===== src/rtl/instruction_fetch.sv =====
// instruction_fetch
// Read-side master for program_memory. It walks the PC over the ROM, assembles
// 1- or 2-byte instructions and hands each one to execute through a
// valid/ready handshake. Branch redirects from execute override everything.
//
// The ROM is combinational (data_bus = rom[address_bus]), so the byte at the
// current PC can be captured on the same edge that advances the PC.
module instruction_fetch #(
  parameter int                ADDR_W   = 8,
  parameter int                DATA_W   = 8,
  parameter logic [ADDR_W-1:0] RESET_PC = '0
) (
  input  logic              clk,
  input  logic              reset,
  input  logic              fetch_en,
  output logic [ADDR_W-1:0] address_bus,
  input  logic [DATA_W-1:0] data_bus,
  output logic              instr_valid,
  input  logic              instr_ready,
  output logic [DATA_W-1:0] instr_opcode,
  output logic [DATA_W-1:0] instr_operand,
  output logic [1:0]        instr_len,
  output logic [ADDR_W-1:0] instr_pc,
  input  logic              branch_valid,
  input  logic [ADDR_W-1:0] branch_target
);

  // S_OP    : waiting to capture the opcode byte at pc
  // S_IMM   : opcode captured, waiting to capture the operand byte at pc
  // S_VALID : a complete instruction is presented to execute
  typedef enum logic [1:0] {
    S_OP    = 2'd0,
    S_IMM   = 2'd1,
    S_VALID = 2'd2
  } state_t;

  // PC increment constant sized to the address width; the adder wraps
  // naturally modulo 2**ADDR_W, so an opcode at the top address takes its
  // operand from address zero.
  localparam logic [ADDR_W-1:0] PC_ONE = ADDR_W'(1);

  // Instruction length encodings presented on instr_len.
  localparam logic [1:0] LEN_NONE = 2'd0;
  localparam logic [1:0] LEN_ONE  = 2'd1;
  localparam logic [1:0] LEN_TWO  = 2'd2;

  state_t            state_reg,    state_next;
  logic [ADDR_W-1:0] pc_reg,       pc_next;
  logic [ADDR_W-1:0] instr_pc_reg, instr_pc_next;
  logic [DATA_W-1:0] opcode_reg,   opcode_next;
  logic [DATA_W-1:0] operand_reg,  operand_next;
  logic [1:0]        len_reg,      len_next;

  // Opcode classes that carry an immediate/target byte:
  //   LD imm  : 1000_00xx
  //   CMP imm : 1000_11xx
  //   BRA/BHI/BEQ : 101x_xxxx
  // Every other opcode is a single byte.
  function automatic logic is_two_byte(input logic [DATA_W-1:0] b);
    logic two;
    two = 1'b0;
    if (b[7:2] == 6'b100000) two = 1'b1;
    if (b[7:2] == 6'b100011) two = 1'b1;
    if (b[7:5] == 3'b101)    two = 1'b1;
    return two;
  endfunction

  // Next-state and datapath update; a redirect wins over every other action
  // and discards whatever was partially fetched or still waiting on ready.
  always_comb begin
    state_next    = state_reg;
    pc_next       = pc_reg;
    instr_pc_next = instr_pc_reg;
    opcode_next   = opcode_reg;
    operand_next  = operand_reg;
    len_next      = len_reg;

    if (branch_valid) begin
      // The handshake of an instruction presented in this same cycle still
      // completes on the execute side; here we only restart the fetch.
      state_next = S_OP;
      pc_next    = branch_target;
    end else begin
      unique case (state_reg)
        S_OP: begin
          if (fetch_en) begin
            opcode_next   = data_bus;
            instr_pc_next = pc_reg;
            pc_next       = pc_reg + PC_ONE;
            if (is_two_byte(data_bus)) begin
              state_next = S_IMM;
            end else begin
              operand_next = '0;
              len_next     = LEN_ONE;
              state_next   = S_VALID;
            end
          end
        end

        S_IMM: begin
          if (fetch_en) begin
            operand_next = data_bus;
            pc_next      = pc_reg + PC_ONE;
            len_next     = LEN_TWO;
            state_next   = S_VALID;
          end
        end

        S_VALID: begin
          // The handshake is deliberately not gated by fetch_en: execute can
          // always drain the instruction that is already assembled.
          if (instr_ready) begin
            state_next = S_OP;
          end
        end

        default: begin
          state_next = S_OP;
        end
      endcase
    end
  end

  // State and datapath registers; reset clears everything at once so that a
  // reset mid-instruction leaves no stale partial fetch behind.
  always_ff @(posedge clk or negedge reset) begin
    if (!reset) begin
      state_reg    <= S_OP;
      pc_reg       <= RESET_PC;
      instr_pc_reg <= '0;
      opcode_reg   <= '0;
      operand_reg  <= '0;
      len_reg      <= LEN_NONE;
    end else begin
      state_reg    <= state_next;
      pc_reg       <= pc_next;
      instr_pc_reg <= instr_pc_next;
      opcode_reg   <= opcode_next;
      operand_reg  <= operand_next;
      len_reg      <= len_next;
    end
  end

  // The ROM address is the PC register itself, so it is glitch-free and
  // already settled at the start of every cycle.
  assign address_bus   = pc_reg;
  assign instr_valid   = (state_reg == S_VALID);
  assign instr_opcode  = opcode_reg;
  assign instr_operand = operand_reg;
  assign instr_len     = len_reg;
  assign instr_pc      = instr_pc_reg;

endmodule


===== config.mk =====
export PLATFORM = sky130hd
export DESIGN_NAME = instruction_fetch
export DESIGN_NICKNAME = d
export VERILOG_FILES = /design/src/rtl/instruction_fetch.sv
export SDC_FILE = /design/constraint.sdc
export NUM_CORES = 1
export LEC_CHECK = 0
export BUFFER_PORTS_ARGS = -buffer_cell sky130_fd_sc_hd__buf_4
export CELL_PAD_IN_SITES_DETAIL_PLACEMENT = 1
export CELL_PAD_IN_SITES_GLOBAL_PLACEMENT = 1
export CORE_ASPECT_RATIO = 0.5
export CORE_MARGIN = 2
export CORE_UTILIZATION = 39
export DETAILED_ROUTE_END_ITERATION = 8
export GPL_ROUTABILITY_DRIVEN = 0
export PLACE_DENSITY = 0.89
export SYNTH_ARGS = -nofsm -noshare
export SYNTH_HDL_FRONTEND = slang
export SYNTH_SLANG_ARGS = --single-unit

===== constraint.sdc =====
create_clock -name clk -period 2.1 [get_ports clk]
set_clock_uncertainty 0.05 [all_clocks]
set_input_delay 0.21 -clock clk [delete_from_list [all_inputs] [get_ports clk]]
set_output_delay 0.21 -clock clk [all_outputs]
set_load 0.02 [all_outputs]

==> run metrics, run 1 <==
outcome=finished clean; routed length per instance=roughly 18 um; Async S/R FF share, synth=100%; multi-input logic area=722 um2; Initial DRC Count=59; CP peak stage delay=0.48 ns; drt pass-1 iters=3; hold path cells=3; final period utilization=about four fifths; Layout Cells excl Fill=240; initial antenna violation count=0; Sink Count=36; slowest cell on the critical path=dfrtp_1; Tmin final=1.68 ns; synth unique cells=37; combinational power share=between 20% and 30%; post-synthesis mux area share=13.6%; post-cts resize count=0; IO Pins=56; dpl cells=231; Area contributors post-synth=dfrtp_1 54%, mux2_4 9.0%, a221o_1 4.8%, mux2_2 3.4%, xor2_1 3.1%; # diodes=0; Synth warnings=0; share of the synthesized area in the top cell type=53.9%; CP max FO=16; clock tree buffer depth=2; synth-to-layout area growth=32.3%; GRT overflow=0; # port buffers=55; setup TNS=0 ns; Pins Over Slew Limit=0; internal power=1.35 mW; clk_lat worst skew=0.29 ns; Levels on crit path=4; htree depth=2; Worst slew margin=66.9%; Worst-path clk slew=0.07 ns; crit path DAT=1.80 ns; WP data required=2.22 ns; Inserted Clock Buffers=5; DRC Markers=0; clock power share=25.7%; Final setup viols=0; DR vias=1221; setup repair after global routing missed its margin=false; hpwl dp=3110 um; nets=207; clock root buffer=clkbuf_8; Initial Utilization=41.8%; largest family of logic cells by synthesized area=simple AND/OR/NAND/NOR gates; FF/Latch Area=~900 um2; Via density=just over 5; Critical Path End Type=flop; first-pass GRT wire length=about 6800 um; P_sw=637 uW; Total GRT Usage=18.3%; Pwr Density=roughly 900 nW/um2; Synth Area in Compound Gates=around a tenth; switching portion of total power=between 30% and 40%; Adder-Cell Fraction of Synth Area=0.748%; core footprint=~4000 um2; die height=between 50 and 60 um; P_leak=1.09 nW; Worst Hold Class=in2reg; vias in the first global route=approximately 1300; sequential area share after synthesis=53.9%; most used flip-flop cell after synthesis=dfrtp_1; CTS tree=yes; final hold viol count=0; final wirelength=4290 um; Final Util=between 50% and 60%; count leader, synth=dfrtp_1; Syn Nets=roughly 150; CP Class=reg2reg; area leader, netlist=dfrtp_1; Die W=between 90 and 100 um; fmax=between 500 and 600 MHz; EDFF count, synth=0; Post-synth top cells=36 x dfrtp_1, 11 x nand2_1, 10 x mux2_4, 8 x a221o_1; max-cap viol count=0; cts hold-fix bufs=1; Worst-Margin Slew=0.493 ns; CP cell instances=nor2_4 > nand2_4 > nor2_8 > mux2_1; Worst setup SP type=flop; post-synthesis simple-gate area fraction=14.7%; peak supply drop=320 uV; ANT nets after route=0; Filler cells=450; die area=between 4000 and 5000 um2; Synth Cell Area=1670 um2; CP bufs+invs=0; Syn Area/Cell=13.3 um2; reg2reg path depth=4; pin count of the biggest net entering global routing=37; Core Rows=16; layout cells sized above 1=47.8%; CP delay by family, top=simple AND/OR/NAND/NOR gates; XOR/XNOR share of the synthesized area=4.19%; setup bufs post-CTS=0; Seq pwr share=44.9%; register bit total from synthesis=36; Mapped Cells=126
-- placed cells by master, fill, tap and decap left out, drive strengths merged, types with 2 or more instances in the layout --
cell type,netlist,routed
a21oi,2,2
a221o,8,8
and2,9,9
and3,2,2
buf,3,55
clkbuf,1,6
clkinv,0,2
dfrtp,36,36
inv,2,2
mux2,16,16
nand2,12,12
nand4,3,3
nor2,3,3
nor2b,2,2
o21ai,8,8
xnor2,2,2
xor2,6,6
-- tightest hold or removal path, delay by kind of cell --
family,cells,cell delay [ns]
buffers and inverters,1,0.08
AOI/OAI and AO/OA,1,0.06
and+or+nand+nor,1,0.04
-- metal layers --
| layer | wire length, um | vias to the layer above | GRT usage (%) |
|---|---|---|---|
| li1 | - | 569 | - |
| met4 | 56 | 0 | 7.04 |
| met3 | 119 | 6 | 4.04 |
| met5 | 0 | - | 0 |
| met1 | 1840 | 624 | 21.7 |
| met2 | 2270 | 22 | 33.1 |
-- path summary, 6_finish.rpt --
check                            startpoint         endpoint  slack [ns]
setup / recovery               state_reg[1]      instr_pc[2]        0.42
hold / removal             branch_target[4]   address_bus[4]        0.08
setup reg to reg               state_reg[1]      instr_pc[2]        0.42
hold reg to reg                instr_len[1]     instr_len[1]        0.44
max in group asynchronous             reset  instr_opcode[5]        1.32
min in group asynchronous             reset   address_bus[1]        0.36
-- through the flow --
stage / worst slack [ns] / total power, mW / instance area, um2 / hold WS (ns)
after floorplan: 0.660 / 1.21 / 1670 / -0.136
after global placement: 0.534 / 1.46 / 2110 / 0.134
after detailed placement: 0.447 / 1.49 / 2110 / 0.140
after CTS: 0.416 / 2.00 / 2210 / 0.0795
after global routing: 0.345 / 2.08 / 2210 / 0.105
final: 0.419 / 1.99 / 2210 / 0.0850
-- layout make-up --
type / count / area share (%)
clock inverters: 2 / 0.452
multi-input cells: 84 / 32.6
well taps: 54 / 3.05
repair buffers: 56 / 19.1
clock buffers: 6 / 3.73
flip-flops and latches: 36 / 40.7
inverters: 2 / 0.339
-- cell families after synthesis --
| kind of cell | count (synthesis) |
|---|---|
| muxes | 17 |
| adders and majority gates | 1 |
| buffers and inverters | 6 |
| xor gates and xnor gates | 8 |
| AOI/OAI and AO/OA | 22 |
| DFF | 36 |
| and+or+nand+nor | 36 |
-- power by group through the flow --
| stage | Sequential [mW] | Clock [mW] | Combinational, mW |
|---|---|---|---|
| final | 0.893 | 0.510 | 0.584 |
| after global routing | 0.909 | 0.550 | 0.618 |
| after CTS | 0.893 | 0.520 | 0.591 |
| after detailed placement | 0.905 | 0 | 0.586 |
| after global placement | 0.897 | 0 | 0.562 |
| after floorplan | 1.02 | 0 | 0.196 |
Note: power is estimated with default switching activity, not from simulation.
==> run 2, diff against run 1 <==
--- a/config.mk
+++ b/config.mk
@@ -10,10 +10,10 @@
 export CELL_PAD_IN_SITES_GLOBAL_PLACEMENT = 1
 export CORE_ASPECT_RATIO = 0.5
 export CORE_MARGIN = 2
-export CORE_UTILIZATION = 39
+export CORE_UTILIZATION = 35
 export DETAILED_ROUTE_END_ITERATION = 8
 export GPL_ROUTABILITY_DRIVEN = 0
-export PLACE_DENSITY = 0.89
+export PLACE_DENSITY = 0.85
 export SYNTH_ARGS = -nofsm -noshare
 export SYNTH_HDL_FRONTEND = slang
 export SYNTH_SLANG_ARGS = --single-unit
==> constraint.sdc (replaced) <==
create_clock -name clk -period 1.5 [get_ports clk]
set_clock_uncertainty 0.05 [all_clocks]
set_input_delay 0.15 -clock clk [delete_from_list [all_inputs] [get_ports clk]]
set_output_delay 0.15 -clock clk [all_outputs]
set_load 0.02 [all_outputs]
==> run 2 against run 1 <==
Compared with the run above: register-to-register slack lost 0.38 ns; cell area grew 5.0%; clock-buffer cell count is the same; hold slack lost 0.072 ns.
==> run metrics, run 2 (synthesized netlist as in run 1, its figures left out) <==
outcome=finished clean; IO Pins=56 (unchanged); Pins Over Slew Limit=0 (unchanged); GRT overflow=0 (unchanged); Tot Pwr=2.86 mW (+44%); Total GRT Usage=20.1% (+1.8 points); # diodes=0 (unchanged); Tmin final=1.46 ns (-0.219 ns); clock root buffer=clkbuf_8; Initial DRC Count=28 (-53%); post-route cell area=2320 um2 (+5.0%); Final setup viols=0 (unchanged); setup TNS=0 ns (unchanged); Worst slew margin=65.3% (-1.6 points); routed length per instance=19.2 um (+7.5%); Via density=4.89 (-4.0%); r2r setup slk=0.04 ns (-0.38 ns); GRT Max-Usage Layer=met2; crit path DAT=1.64 ns (-0.16 ns); GR Util met1=22.6% (+0.91 points); Initial Utilization=37.3% (-4.5 points); final period utilization=97.4% (+17 points); Worst-Margin Slew=0.517 ns (+0.0234 ns); Inserted Clock Buffers=5 (unchanged); core footprint=4490 um2 (+12%); synth-to-layout area growth=39.0%; first-pass GRT wire length=7730 um (+13%); CP Class=reg2reg; Worst Hold Class=in2reg; drt pass-1 iters=4 (+1); final hold viol count=0 (unchanged); most common cell after layout, fill and taps aside=buf_4; layout cells sized above 1=51.5% (+3.7 points); ANT nets after route=0 (unchanged); DRC Markers=0 (unchanged); final wirelength=5040 um (+17%); reg2reg path depth=5 (+1); clk_lat worst skew=0.29 ns (about the same); pin count of the biggest net entering global routing=37 (unchanged); peak supply drop=419 uV (+31%); hold endpoint=address_bus[0]; vias in the first global route=1484 (+18%); fmax=684 MHz (+15%); dpl ws=-0.0152 ns (-0.462 ns); hold_sp=branch_target[0]; htree depth=2 (unchanged); GR Util met3=4.76% (+0.72 points); nets=217 (+4.8%); hpwl dp=3440 um (+11%); Worst-path clk slew=0.07 ns (about the same); hold path cells=3 (unchanged); CTS tree=yes; Worst setup SP type=flop; most frequent cells in the layout=62 x buf_4, 35 x dfrtp_1, 11 x mux2_4, 11 x nand2_1, 8 x a221o_1; met2 Resource Use GR=36.2% (+3.1 points); Pwr Density=1230 nW/um2 (+37%); setup repair after global routing missed its margin=false; launching point of the worst reg2reg path=state_reg[1]; # port buffers=55 (unchanged); initial antenna violation count=0 (unchanged); clock tree buffer depth=2 (unchanged); die area=5380 um2 (+11%); Area after DPL=2170 um2 (+2.7%); die height=52.9 um (+5.1%); Core Rows=17 (+1); DR vias=1280 (+4.8%); max-cap viol count=0 (unchanged); minimum hold slack=0.0132 ns (-0.0718 ns); CP max FO=8 (-8); Die W=102 um (+5.3%); P_leak=1.14 nW (+4.9%); Critical Path End Type=flop; Setup WS post-layout=0.0386 ns (-0.381 ns); Sink Count=36 (unchanged); WP data required=1.68 ns (-0.54 ns); FF-to-FF End=instr_operand[6]
-- run 2: cell count changes in the layout (fill, tap and decap cells not counted) --
cell     delta
nand2_2     +1
and3_1      -1
dfrtp_1     -1
buf_4       +7
mux2_4      +1
and3_2      +1
mux2_2      -1
buf_12      +1
dfrtp_2     +1
buf_6       +1
-- run 2: routing by layer --
metal / part of all wire, % / wire [um]
met2: 52 / 2620
met1: 41 / 2080
met5: 0 / 0
met3: 4.2 / 212
met4: 2.4 / 122
-- run 2: cell type report --
| class | count | area, um2 |
|---|---|---|
| fill | 483 | 2160 |
| sequential | 36 | 902 |
| multi-input combinational | 85 | 733 |
| timing repair buffer | 65 | 507 |
| clock buffer | 6 | 82.6 |
| tap | 66 | 82.6 |
| clock inverter | 2 | 10.0 |
| inverter | 2 | 7.51 |
-- run 2: timing repair --
item / CTS / global route
cloned: 1 / 0
pin swaps: 2 / 2
hold buffers: 1 / 0
resized for setup: 2 / 2
hold endpoints to repair: 36 / 0
setup endpoints to repair: 15 / 17
buffers inserted: 4 / 1
-- run 2: how the worst max path moves through the flow --
stage                       startpoint          endpoint  cells past startpoint
final                     state_reg[1]  instr_operand[6]                      5
after global routing      state_reg[1]  instr_operand[6]                      5
after CTS                 state_reg[1]       instr_pc[0]                      5
after detailed placement  state_reg[1]   instr_opcode[6]                      5
after global placement    state_reg[1]       instr_pc[4]                      5
after floorplan           state_reg[1]   instr_opcode[0]                      5
-- run 2: where the power goes --
part           switching [mW]  internal (mW)
logic                   0.441          0.435
clock network           0.366          0.367
registers               0.131           1.12
total                   0.939           1.92
-- run 2: per-stage QoR --
step / utilization (%) / std cells
5_1_grt: 51.8 / 262
3_5_place_dp: 48.3 / 247
2_1_floorplan: - / 126
3_3_place_gp: 48.3 / 247
6_report: 51.8 / 262
4_1_cts: 51.5 / 261
-- run 2: worst max-delay path, cell delays in order (launching register included) --
cell,delay (ns)
dfrtp_2,0.43
buf_4,0.15
buf_4,0.14
nor4_4,0.25
buf_4,0.21
a221o_1,0.17
==> run 3, diff against run 2 <==
--- a/config.mk
+++ b/config.mk
@@ -5,15 +5,16 @@
 export SDC_FILE = /design/constraint.sdc
 export NUM_CORES = 1
 export LEC_CHECK = 0
+export ABC_AREA = 1
 export BUFFER_PORTS_ARGS = -buffer_cell sky130_fd_sc_hd__buf_4
 export CELL_PAD_IN_SITES_DETAIL_PLACEMENT = 1
 export CELL_PAD_IN_SITES_GLOBAL_PLACEMENT = 1
 export CORE_ASPECT_RATIO = 0.5
 export CORE_MARGIN = 2
-export CORE_UTILIZATION = 35
+export CORE_UTILIZATION = 32
 export DETAILED_ROUTE_END_ITERATION = 8
 export GPL_ROUTABILITY_DRIVEN = 0
-export PLACE_DENSITY = 0.85
+export PLACE_DENSITY = 0.84
 export SYNTH_ARGS = -nofsm -noshare
 export SYNTH_HDL_FRONTEND = slang
 export SYNTH_SLANG_ARGS = --single-unit
==> run 3 against run 2 <==
Compared with the run above: via count is 16% higher; sequential share of layout area up 1.9 points; setup slack improved by 0.096 ns; sequential power barely moved; synthesized cell count up 49%; critical path depth rose by 1; cell count rose by 21%; synthesized area shrank 1.7%; wire length fell by 9.0%; largest cell class unchanged.
==> run metrics, run 3 <==
most used flip-flop cell after synthesis=dfrtp_1; synth unique cells=26 (-30%); Tmin final=1.37 ns (-0.0956 ns); Pwr Density=1220 nW/um2 (-1.3%); post-synthesis simple-gate area fraction=26.3% (+12 points); drt pass-1 iters=4 (unchanged); met2 WL post-DR=2350 um (-11%); final wirelength=4580 um (-9.0%); Area contributors post-synth=dfrtp_1 55%, nand2_1 16%, nand3_1 4.6%, inv_1 3.7%, buf_6 2.7%; # port buffers=55 (unchanged); die area=5760 um2 (+7.1%); max-cap viol count=0 (unchanged); Worst setup SP type=flop; initial antenna violation count=0 (unchanged); area leader, netlist=dfrtp_1; crit path DAT=1.47 ns (-0.17 ns); WP data required=1.61 ns (-0.07 ns); met3 wire len=147 um (-31%); DRC Markers=0 (unchanged); Initial DRC Count=34 (+21%); first-pass GRT wire length=7420 um (-3.9%); nets=268 (+24%); clock power share=25.8% (+0.2 points); Layout Cells excl Fill=317 (+21%); htree depth=2 (unchanged); Async S/R FF share, synth=100% (unchanged); die height=54.7 um (+3.4%); largest family of logic cells by synthesized area=simple AND/OR/NAND/NOR gates; Post-synth top cells=69 x nand2_1, 36 x dfrtp_1, 16 x inv_1, 15 x nand3_1, 9 x nor2_1; layout cells sized above 1=30.0% (-22 points); Final setup viols=0 (unchanged); met1 wire length=2040 um (-1.7%); fmax=732 MHz (+7.0%); Total GRT Usage=17.0% (-3.1 points); pin count of the biggest net entering global routing=37 (unchanged); Synth warnings=0 (unchanged); setup repair after global routing missed its margin=false; Core Rows=18 (+1); Syn Nets=210 (+42%); synth-to-layout area growth=34.5%; Seq pwr share=45.7% (+1.9 points); count leader, synth=nand2_1; routed length per instance=14.4 um (-25%); switching portion of total power=33.3% (+0.53 points); max layer used=met4; combinational power share=28.5% (-2.1 points); # diodes=0 (unchanged); register bit total from synthesis=36 (unchanged); hpwl dp=3220 um (-6.4%); sequential area share after synthesis=54.8% (+0.94 points); dpl cells=308 (+25%); Worst Hold Class=in2reg; post-synthesis mux area share=0% (-14 points); Synth Area in Compound Gates=7.99% (-2.0 points); ANT nets after route=0 (unchanged); Sink Count=36 (unchanged); GRT overflow=0 (unchanged); Via density=4.68 (-4.2%); most common cell after layout, fill and taps aside=nand2_1; Inserted Clock Buffers=5 (unchanged); internal power=1.79 mW (-6.9%); clock root buffer=clkbuf_8; Syn Area/Cell=8.75 um2 (-34%); P_sw=895 uW (-4.6%); EDFF count, synth=0 (unchanged); core footprint=4930 um2 (+9.9%); peak supply drop=414 uV (-1.3%); outcome=finished clean; final period utilization=91.1% (-6.4 points); setup TNS=0 ns (unchanged); P_leak=1.18 nW (+3.3%); Mapped Cells=188 (+49%); Critical Path End Type=flop; Worst-Margin Slew=0.457 ns (-0.0599 ns); final hold viol count=0 (unchanged); CP Class=reg2reg; IO Pins=56 (unchanged); most frequent cells in the layout=68 x nand2_1, 55 x buf_4, 36 x dfrtp_1; Initial Utilization=33.3% (-3.9 points); Adder-Cell Fraction of Synth Area=0.761% (+0.013 points); vias in the first global route=1534 (+3.4%); Pins Over Slew Limit=0 (unchanged); clock tree buffer depth=2 (unchanged); XOR/XNOR share of the synthesized area=2.13% (-2.1 points); Worst slew margin=69.5% (+4.3 points); CP max FO=26 (+18); Worst-path clk slew=0.07 ns (about the same); Die W=105 um (+3.5%); CTS tree=yes; DR vias=1484 (+16%); share of the synthesized area in the top cell type=54.8% (+0.94 points); Filler cells=602 (+25%); clk_lat worst skew=0.28 ns (about the same); Synth Cell Area=1640 um2 (-1.7%)
-- run 3: what timing repair did --
action                                  4_1_cts  5_1_grt
cloned                                        0        0
endpoints found under the hold margin        36        0
gates resized for setup                       1        3
setup buffers                                 0        0
endpoints found under the setup margin        1       30
hold buffers                                  1        0
pin swaps                                     0        0
-- run 3: metal layers --
metal,vias up,GRT usage (%)
met2,23,30.6
met1,739,20.5
met3,5,3.93
li1,717,-
met5,-,0
met4,0,6.67
-- run 3: cell families (layout without fill, tap and decap cells) --
kind of cell    Yosys count  after routing
simple gates            100            100
flops                    36             36
buf+inv                  24             83
compound gates           23             23
xor+xnor                  4              4
fa+ha+maj                 1              1
-- run 3: critical path: stages, from the launching register on --
cell	delay (ns)
dfrtp_1	0.41
inv_2	0.12
nand3_4	0.15
inv_6	0.16
nand2_8	0.14
nand2_1	0.10
o21ai_0	0.10
-- run 3: layout make-up --
| cell class | count | area [um2] | share of cell area [%] |
|---|---|---|---|
| inverter | 19 | 83.8 | 3.79 |
| clock inverter | 2 | 10.0 | 0.453 |
| sequential | 36 | 901 | 40.7 |
| clock buffer | 6 | 82.6 | 3.74 |
| timing repair buffer | 56 | 423 | 19.1 |
| multi-input combinational | 128 | 623 | 28.2 |
| tap | 70 | 87.6 | 3.96 |
-- run 3: path summary, 6_finish.rpt --
check,startpoint,cells past startpoint,slack (ns),endpoint
min in group asynchronous,reset,2,0.34,address_bus[2]
worst min-delay path,branch_target[2],3,0.02,address_bus[2]
worst max-delay path,state_reg[1],6,0.13,instr_opcode[7]
worst max register to register,state_reg[1],6,0.13,instr_opcode[7]
max in group asynchronous,reset,2,0.74,instr_pc[7]
worst min register to register,instr_operand[3],2,0.43,instr_operand[3]
-- run 3: power groups by stage --
stage	Combinational (mW)	Clock (mW)	Sequential (mW)
detailed placement	0.759	0	1.24
finish	0.766	0.694	1.23
floorplan	0.240	0	1.40
global placement	0.736	0	1.23
CTS	0.775	0.716	1.23
global route	0.837	0.772	1.24
-- run 3: through the flow --
stage                     utilization, %  hold slack (ns)  instance area (um2)  worst slack [ns]  total power [mW]
after floorplan                        -           -0.196                 1640             0.164              1.64
after global placement              42.5           0.0807                 2090             0.159              1.97
after detailed placement            42.5           0.0867                 2090            0.0352              2.00
after CTS                           44.7           0.0202                 2210            0.0466              2.72
after global routing                44.8           0.0268                 2210          0.000263              2.85
final                               44.8           0.0228                 2210             0.134              2.69
